File: config.mk
export PLATFORM = sky130hd
export DESIGN_NAME = prog_loader_flat
export DESIGN_NICKNAME = d
export VERILOG_FILES = /design/src/rtl/prog_loader_if.sv /design/src/rtl/prog_loader.sv /design/src/flat_wrapper.sv
export SDC_FILE = /design/constraint.sdc
export NUM_CORES = 1
export LEC_CHECK = 0
export BUFFER_PORTS_ARGS = -buffer_cell sky130_fd_sc_hd__buf_2
export CAP_MARGIN = 5
export CORE_UTILIZATION = 38
export DETAILED_ROUTE_END_ITERATION = 12
export MAX_ROUTING_LAYER = met4
export PLACE_DENSITY_LB_ADDON = 0.3
export SLEW_MARGIN = 30
export SYNTH_ARGS = -nofsm -noshare
export SYNTH_HDL_FRONTEND = slang
export SYNTH_SLANG_ARGS = --single-unit
File: constraint.sdc
create_clock -name clk -period 5.5 [get_ports clk]
set_input_delay 0.55 -clock clk [delete_from_list [all_inputs] [get_ports clk]]
set_output_delay 0.55 -clock clk [all_outputs]
set_load 0.01 [all_outputs]
File: src/rtl/prog_loader_if.sv
// prog_loader_if -- byte-stream and instruction-memory bundle for the program loader.
//   byte_in/byte_valid/byte_ready : incoming program stream with valid/ready handshake
//   abort                         : cancel any load in progress
//   imem_we/imem_addr/imem_wdata  : instruction-memory word write port
//   core_hold                     : keep the processor core stalled while loading
//   done                          : one-cycle pulse on a successful load
//   err                           : sticky checksum failure
//   words_written                 : words written in the current/last load
// The master modport is the stream source and the memory/core side; slave is the loader.
interface prog_loader_if;
  logic [7:0]  byte_in;
  logic        byte_valid;
  logic        byte_ready;
  logic        abort;
  logic        imem_we;
  logic [7:0]  imem_addr;
  logic [31:0] imem_wdata;
  logic        core_hold;
  logic        done;
  logic        err;
  logic [8:0]  words_written;

  modport master (
    output byte_in, byte_valid, abort,
    input  byte_ready, imem_we, imem_addr, imem_wdata,
           core_hold, done, err, words_written
  );

  modport slave (
    input  byte_in, byte_valid, abort,
    output byte_ready, imem_we, imem_addr, imem_wdata,
           core_hold, done, err, words_written
  );
endinterface

File: src/rtl/prog_loader.sv
// prog_loader -- loads a program image from a byte stream into instruction memory.
// A load is: SYNC_BYTE, word count N (0 means 256), 4*N data bytes (little-endian
// words), then one checksum byte equal to the XOR of all data bytes.
//   clk : single clock, all state changes on the rising edge
//   rst : synchronous active-high reset
//   bus : prog_loader_if.slave (stream handshake, memory write port, status)
module prog_loader #(
  parameter logic [7:0] SYNC_BYTE = 8'hA5
) (
  input logic          clk,
  input logic          rst,
  prog_loader_if.slave bus
);

  typedef enum logic [2:0] {
    IDLE,
    LEN,
    DATA,
    WRITE,
    CSUM,
    DONE,
    ERR
  } state_t;

  state_t      state;
  state_t      state_next;

  logic [7:0]  addr_q;
  logic [31:0] wdata_q;
  logic [8:0]  words_q;
  logic [7:0]  csum_q;
  logic [8:0]  remaining_q;
  logic [1:0]  idx_q;

  logic        ready;
  logic        we;
  logic        hold;
  logic        done_p;
  logic        err_p;
  logic        accept;
  logic        abort_now;

  assign accept    = bus.byte_valid && ready;
  // Abort is meaningless while already idle, so a sync byte arriving with abort
  // asserted in IDLE still starts a load.
  assign abort_now = bus.abort && (state != IDLE);

  // State register.
  always_ff @(posedge clk) begin
    if (rst) begin
      state <= IDLE;
    end else begin
      state <= state_next;
    end
  end

  // Next-state and state-decoded outputs. Outputs depend only on the state so
  // nothing combinational runs from the stream inputs to the outputs.
  always_comb begin
    state_next = state;
    ready      = 1'b0;
    we         = 1'b0;
    hold       = 1'b0;
    done_p     = 1'b0;
    err_p      = 1'b0;
    case (state)
      IDLE: begin
        ready = 1'b1;
        if (accept && (bus.byte_in == SYNC_BYTE)) begin
          state_next = LEN;
        end
      end
      LEN: begin
        ready = 1'b1;
        hold  = 1'b1;
        if (accept) begin
          state_next = DATA;
        end
      end
      DATA: begin
        ready = 1'b1;
        hold  = 1'b1;
        if (accept && (idx_q == 2'd3)) begin
          state_next = WRITE;
        end
      end
      WRITE: begin
        we   = 1'b1;
        hold = 1'b1;
        // remaining_q still counts the word being written here
        state_next = (remaining_q == 9'd1) ? CSUM : DATA;
      end
      CSUM: begin
        ready = 1'b1;
        hold  = 1'b1;
        if (accept) begin
          state_next = (bus.byte_in == csum_q) ? DONE : ERR;
        end
      end
      DONE: begin
        done_p     = 1'b1;
        state_next = IDLE;
      end
      ERR: begin
        err_p = 1'b1;
        hold  = 1'b1;
      end
      default: begin
        state_next = IDLE;
      end
    endcase
    if (abort_now) begin
      state_next = IDLE;
    end
  end

  // Datapath: word assembly, checksum, address and counters. A WRITE cycle
  // that coincides with abort still advances the counters because its write
  // has already been issued.
  always_ff @(posedge clk) begin
    if (rst) begin
      addr_q      <= '0;
      wdata_q     <= '0;
      words_q     <= '0;
      csum_q      <= '0;
      remaining_q <= '0;
      idx_q       <= '0;
    end else begin
      case (state)
        LEN: begin
          if (accept && !abort_now) begin
            remaining_q <= (bus.byte_in == 8'h00) ? 9'd256 : {1'b0, bus.byte_in};
            addr_q      <= '0;
            csum_q      <= '0;
            words_q     <= '0;
            idx_q       <= '0;
          end
        end
        DATA: begin
          if (accept && !abort_now) begin
            wdata_q[{idx_q, 3'b000} +: 8] <= bus.byte_in;
            csum_q <= csum_q ^ bus.byte_in;
            idx_q  <= idx_q + 2'd1;
          end
        end
        WRITE: begin
          addr_q      <= addr_q + 8'd1;
          words_q     <= words_q + 9'd1;
          remaining_q <= remaining_q - 9'd1;
        end
        default: begin
        end
      endcase
    end
  end

  assign bus.byte_ready    = ready;
  assign bus.imem_we       = we;
  assign bus.imem_addr     = addr_q;
  assign bus.imem_wdata    = wdata_q;
  assign bus.core_hold     = hold;
  assign bus.done          = done_p;
  assign bus.err           = err_p;
  assign bus.words_written = words_q;

endmodule

File: src/flat_wrapper.sv
// flat-port wrapper written by rule: the top's interface ports become plain ports
module prog_loader_flat 
#(
  parameter logic [7:0] SYNC_BYTE = 8'hA5
)
  (clk, rst, bus_byte_in, bus_byte_valid, bus_abort, bus_byte_ready, bus_imem_we, bus_imem_addr, bus_imem_wdata, bus_core_hold, bus_done, bus_err, bus_words_written);
  prog_loader_if bus_i ();
  input logic clk;
  input logic rst;
  input wire logic [$bits(bus_i.byte_in)-1:0] bus_byte_in;
  input wire logic [$bits(bus_i.byte_valid)-1:0] bus_byte_valid;
  input wire logic [$bits(bus_i.abort)-1:0] bus_abort;
  output wire logic [$bits(bus_i.byte_ready)-1:0] bus_byte_ready;
  output wire logic [$bits(bus_i.imem_we)-1:0] bus_imem_we;
  output wire logic [$bits(bus_i.imem_addr)-1:0] bus_imem_addr;
  output wire logic [$bits(bus_i.imem_wdata)-1:0] bus_imem_wdata;
  output wire logic [$bits(bus_i.core_hold)-1:0] bus_core_hold;
  output wire logic [$bits(bus_i.done)-1:0] bus_done;
  output wire logic [$bits(bus_i.err)-1:0] bus_err;
  output wire logic [$bits(bus_i.words_written)-1:0] bus_words_written;
  assign bus_i.byte_in = bus_byte_in;
  assign bus_i.byte_valid = bus_byte_valid;
  assign bus_i.abort = bus_abort;
  assign bus_byte_ready = bus_i.byte_ready;
  assign bus_imem_we = bus_i.imem_we;
  assign bus_imem_addr = bus_i.imem_addr;
  assign bus_imem_wdata = bus_i.imem_wdata;
  assign bus_core_hold = bus_i.core_hold;
  assign bus_done = bus_i.done;
  assign bus_err = bus_i.err;
  assign bus_words_written = bus_i.words_written;
  prog_loader #(.SYNC_BYTE(SYNC_BYTE)) u_core (.clk(clk), .rst(rst), .bus(bus_i));
endmodule
After elaboration in Yosys (flattened, before gate mapping)
Cells that the tools add are included. W data, S select, Z words.

Equal/unequal tests: 16. Reduce and logical (&&, ||, !) cells: 18. Multiplexer cells: 25. Bitwise logic cells: 2. Add/subtract/negate cells: 5. Shifts and indexed selects: 2.

Operators by type and width (number): $pmux W9 S2 (2); $bwmux W32 (1); $pmux W8 S2 (2); $shift A8 B7 Y32 const A (1); $shiftx A8 B7 Y32 (1); $mux W9 (3); $pmux W3 S6 (1); $mux W8 (2); $mux W3 (5); $ne A2 B1 Y1 const B (6); $add A9 B1 Y9 const B (1); $eq A3 B3 Y1 const B (3); $eq A9 B1 Y1 const B (1); $sub A9 B1 Y9 const B (1); $add A8 B1 Y8 const B (1); $eq A8 B8 Y1 (1); $eq A8 B8 Y1 const B (1); $logic_not A8 Y1 (1); $xor A8 B8 Y8 (1); $neg A5 Y7 (1); $eq A3 B2 Y1 const B (2); $mux W2 (3); $logic_and A1 B1 Y1 (5); $mux W1 (5); other kinds (15) (17).

Word-level logic and storage cells: 75. Bits of input ports: 12. Bits in registers: 71. Output and inout bits: 54.

Longest topological paths before layout
Depth in word-level cells: 7. Gate-level depth with buffers: 7. Depth with buffers taken out: 6.

Worst setup path before layout
No wires, ideal clock.

Kind: input to register. Start: in bus_byte_in[4]. End: reg u_core.state[0]. Buffers on the path: 1. Data arrival time: 1909 ps. Setup slack: 3533 ps. Data required time: 5442 ps. Stages: 6. Library setup time: 58 ps. Path through: buf_2 > or4_1 > o211ai_1 > o21ai_0 > nor4b_1 > o21a_1.

Word-level cells in the longest chain between the ends: 4.

Ends and longest elaborated chain: from (decl) (RTL line flat_wrapper.sv:10) `input wire logic [$bits(bus_i.byte_in)-1:0] bus_byte_in;`; $eq A8 B8 Y1, on equally long branches (RTL line prog_loader.sv:97, prog_loader.sv:69); $mux W2 or $logic_and A1 B1 Y1 (tied branches) (RTL line prog_loader.sv:97, prog_loader.sv:69); $mux W3 or $ne A2 B1 Y1 (tied branches); $pmux W3 S6 or $reduce_and A5 Y1 (tied branches); to (signal assigned) (RTL line prog_loader.sv:53) `state <= state_next;`; to (decl) (RTL line prog_loader.sv:25) `state_t state;`.

Parallel ways exist; a longest one is shown, timed or not. The select of a mux whose other input is x is not followed. A chain may end at the register's enable or synchronous reset.

Final worst setup path
Start: reg u_core.state[2]. End: out bus_imem_we.

Word-level cells in the longest chain between the ends: 2.

Ends and longest elaborated chain: $eq A3 B2 Y1 (RTL line prog_loader.sv:66) `case (state)`; $mux W1 (RTL line prog_loader.sv:66); to (decl) (RTL line flat_wrapper.sv:14) `output wire logic [$bits(bus_i.imem_we)-1:0] bus_imem_we;`.

Every way passes these cells.

==> metrics <==
average instance area after synthesis 8.02 sq um; first-pass GRT wire length 14.0 mm; dpl hpwl 5.66 mm; Pre-Repair DR Iteration Count 5; Logic pwr share 0.030; GP Congestion 0.800; total power 0.00101 W; final worst path period share 0.507; CP required 4.95 ns; Synth area leader dfxtp_1; Setup CP Type reg -> out; cell row count 34; RSZ-0062 raised after global routing no; CTS tree yes; Synth async-reset ratio 0; Startpoint Class register; max-cap violation count 0; chip width 96.3 um; initial antenna violation count 0; clock buffer count from CTS 9; Final Hold Viols 0; Synth Instances 421; CP max stage delay 0.57 ns; DRC 0; sequential share of power 0.510; clock sink count 71; Final Non-Filler Cells 580; Critical-path top delay cell clkinv_1; largest net degree at the start of global routing 72; final setup violating endpoints 0; CP max FO 19; Synthesis Warnings 0; critical path, cell by cell nand3b_2 -> clkinv_1 -> buf_2; Seq/Total Area, Yosys 0.421; final WL 8.60 mm; layout cells sized above 1 0.199; Rel. slew slack 0.407; worst hold path class reg -> reg; # hold bufs at CTS 0; Clock power frac 0.460; delay-heaviest family, CP buffers and inverters; setup bufs post-CTS 0; vias in the first global route 2944; Setup TNS Final 0 ns; clock-pin slew on the worst setup and hold paths 0.07 ns; worst skew pair latency 0.35 ns; Lkg Pwr 1.52 nW; via count 3263; ANT nets after route 0; Crit path buffers/inverters 2; ant diodes 0; Worst-Margin Slew 0.882 ns; PD cells 256 nW/um^2; post-CTS sizing 0; synth top area cells dfxtp_1 (42%), a21oi_1 (8.7%), nor2_1 (5.4%), nand4_1 (5.2%), nand2_1 (4.4%); Mapped Area 3380 sq um; Internal 0.000786 W; die area 9270 sq um; root buffer cell clkbuf_8; skew final 0.00920 ns; initial core utilization 0.389; Slew Limit Fails 0; port buffer count 65; # placed instances 565; Std-Cell Core Area 8680 sq um; f_max 359 MHz; post-layout net count 489; top_reg_cell synth dfxtp_1; post-route minimum period 2.79 ns; Netlist cell types 47; Worst setup EP type primary output; Layout area overhead 16.8%; Sw Pwr 0.000222 W; outcome finished clean; Synth Net Count 442; Sw Share 0.220; global route total overflow 0; routed length per instance 14.8 um; Post-synth EDFFs 0; maximum buffer depth of the clock tree 2; post-synth top area share 0.421; FF+latch count, synth 71; IO Count 66; initial DRC count 151; vias per cell 5.63; die height 96.3 um; Data arrival, critical path 2.24 ns; Filler cells 902; Max VDD drop 0.137 mV; GRT Total Usage 0.203; CTS H-tree depth 3
[sequential cells by signal, indices dropped and copies added (netlist names)]
name	count
u_core.bus.imem_wdata	32
u_core.bus.words_written	9
u_core.remaining_q	9
u_core.bus.imem_addr	8
u_core.csum_q	8
u_core.state	3
u_core.idx_q	2
[power by group through the flow]
stage | logic [W] | clock network (W) | registers [W]
after detailed placement | 0.0000302 | 0 | 0.000526
after global placement | 0.0000303 | 0 | 0.000526
after global routing | 0.0000327 | 0.000500 | 0.000514
final | 0.0000305 | 0.000464 | 0.000514
after floorplan | 0.0000193 | 0 | 0.000526
after CTS | 0.0000303 | 0.000475 | 0.000514
[cells in the mapped netlist (5+ instances only)]
master,number
nor2_1,49
xor2_1,8
nand2_1,40
a22oi_1,10
nand3_1,14
nand4_1,28
ha_1,9
and3_1,5
buf_2,9
nand3b_1,11
clkbuf_1,21
inv_1,7
o21ai_0,20
a21oi_1,59
dfxtp_1,71
nor3_1,11
[cells by family after synthesis]
kind of cell    count (synthesis)  synth area share
buf+inv                        39            0.0467
xor+xnor                        8            0.0207
fa+ha+maj                       9            0.0333
mux                             2           0.00667
simple gates                  184             0.285
compound gates                108             0.187
flops                          71             0.421
[final timing paths]
path              slack [ns]                  endpoint  depth (start not counted)                     start
hold / removal          0.45  u_core.bus.imem_wdata[4]                          2  u_core.bus.imem_wdata[4]
setup reg to reg        2.97     u_core.remaining_q[5]                          5           u_core.state[2]
setup / recovery        2.71               bus_imem_we                          3           u_core.state[2]
hold reg to reg         0.45  u_core.bus.imem_wdata[4]                          2  u_core.bus.imem_wdata[4]
[final cells by class]
class                           count  area, sq um  share of cell area
Multi-Input combinational cell    311         1800               0.456
Inverter                            8         30.0             0.00761
Tap cell                          108          135              0.0343
Timing Repair Buffer               67          340              0.0863
Sequential cell                    71         1420               0.360
Clock inverter                      5         81.3              0.0206
Clock buffer                       10          138              0.0349
[through the flow]
step | instance area, sq um | setup WS, ns | utilization | hold WS (ns)
after CTS | 3940 | 2.71 | 0.454 | 0.458
final | 3940 | 2.71 | 0.454 | 0.455
after global placement | 3720 | 3.00 | 0.429 | 0.437
after global routing | 3940 | 2.56 | 0.454 | 0.475
after floorplan | 3380 | 3.53 | - | 0.450
after detailed placement | 3720 | 2.98 | 0.429 | 0.441
[metal layers]
| metal | part of all wire | GRT usage | up-vias |
|---|---|---|---|
| li1 | - | - | 1607 |
| met1 | 0.46 | 0.247 | 1535 |
| met2 | 0.46 | 0.322 | 98 |
| met3 | 0.053 | 0.0569 | 23 |
| met4 | 0.023 | 0.0684 | 0 |
| met5 | 0 | - | - |
[cells in the final DEF, fill, tap and decap left out, drive strengths merged, types with 3 or more instances in the layout]
cell     n
nor2    50
nor3    11
nor3b    5
dfxtp   71
xor2     8
a31oi    3
a22oi   10
and3     5
clkbuf  10
nor4     4
buf     67
a21oi   59
o21ai   20
inv      8
ha       9
nand4   29
nand3b  12
nand2   40
nand3   14
[tightest hold or removal path: stages (launching register included)]
cell     delay [ns]
dfxtp_1        0.31
nand2_1        0.05
a21oi_1        0.05
(Power assumes the default switching activity.)
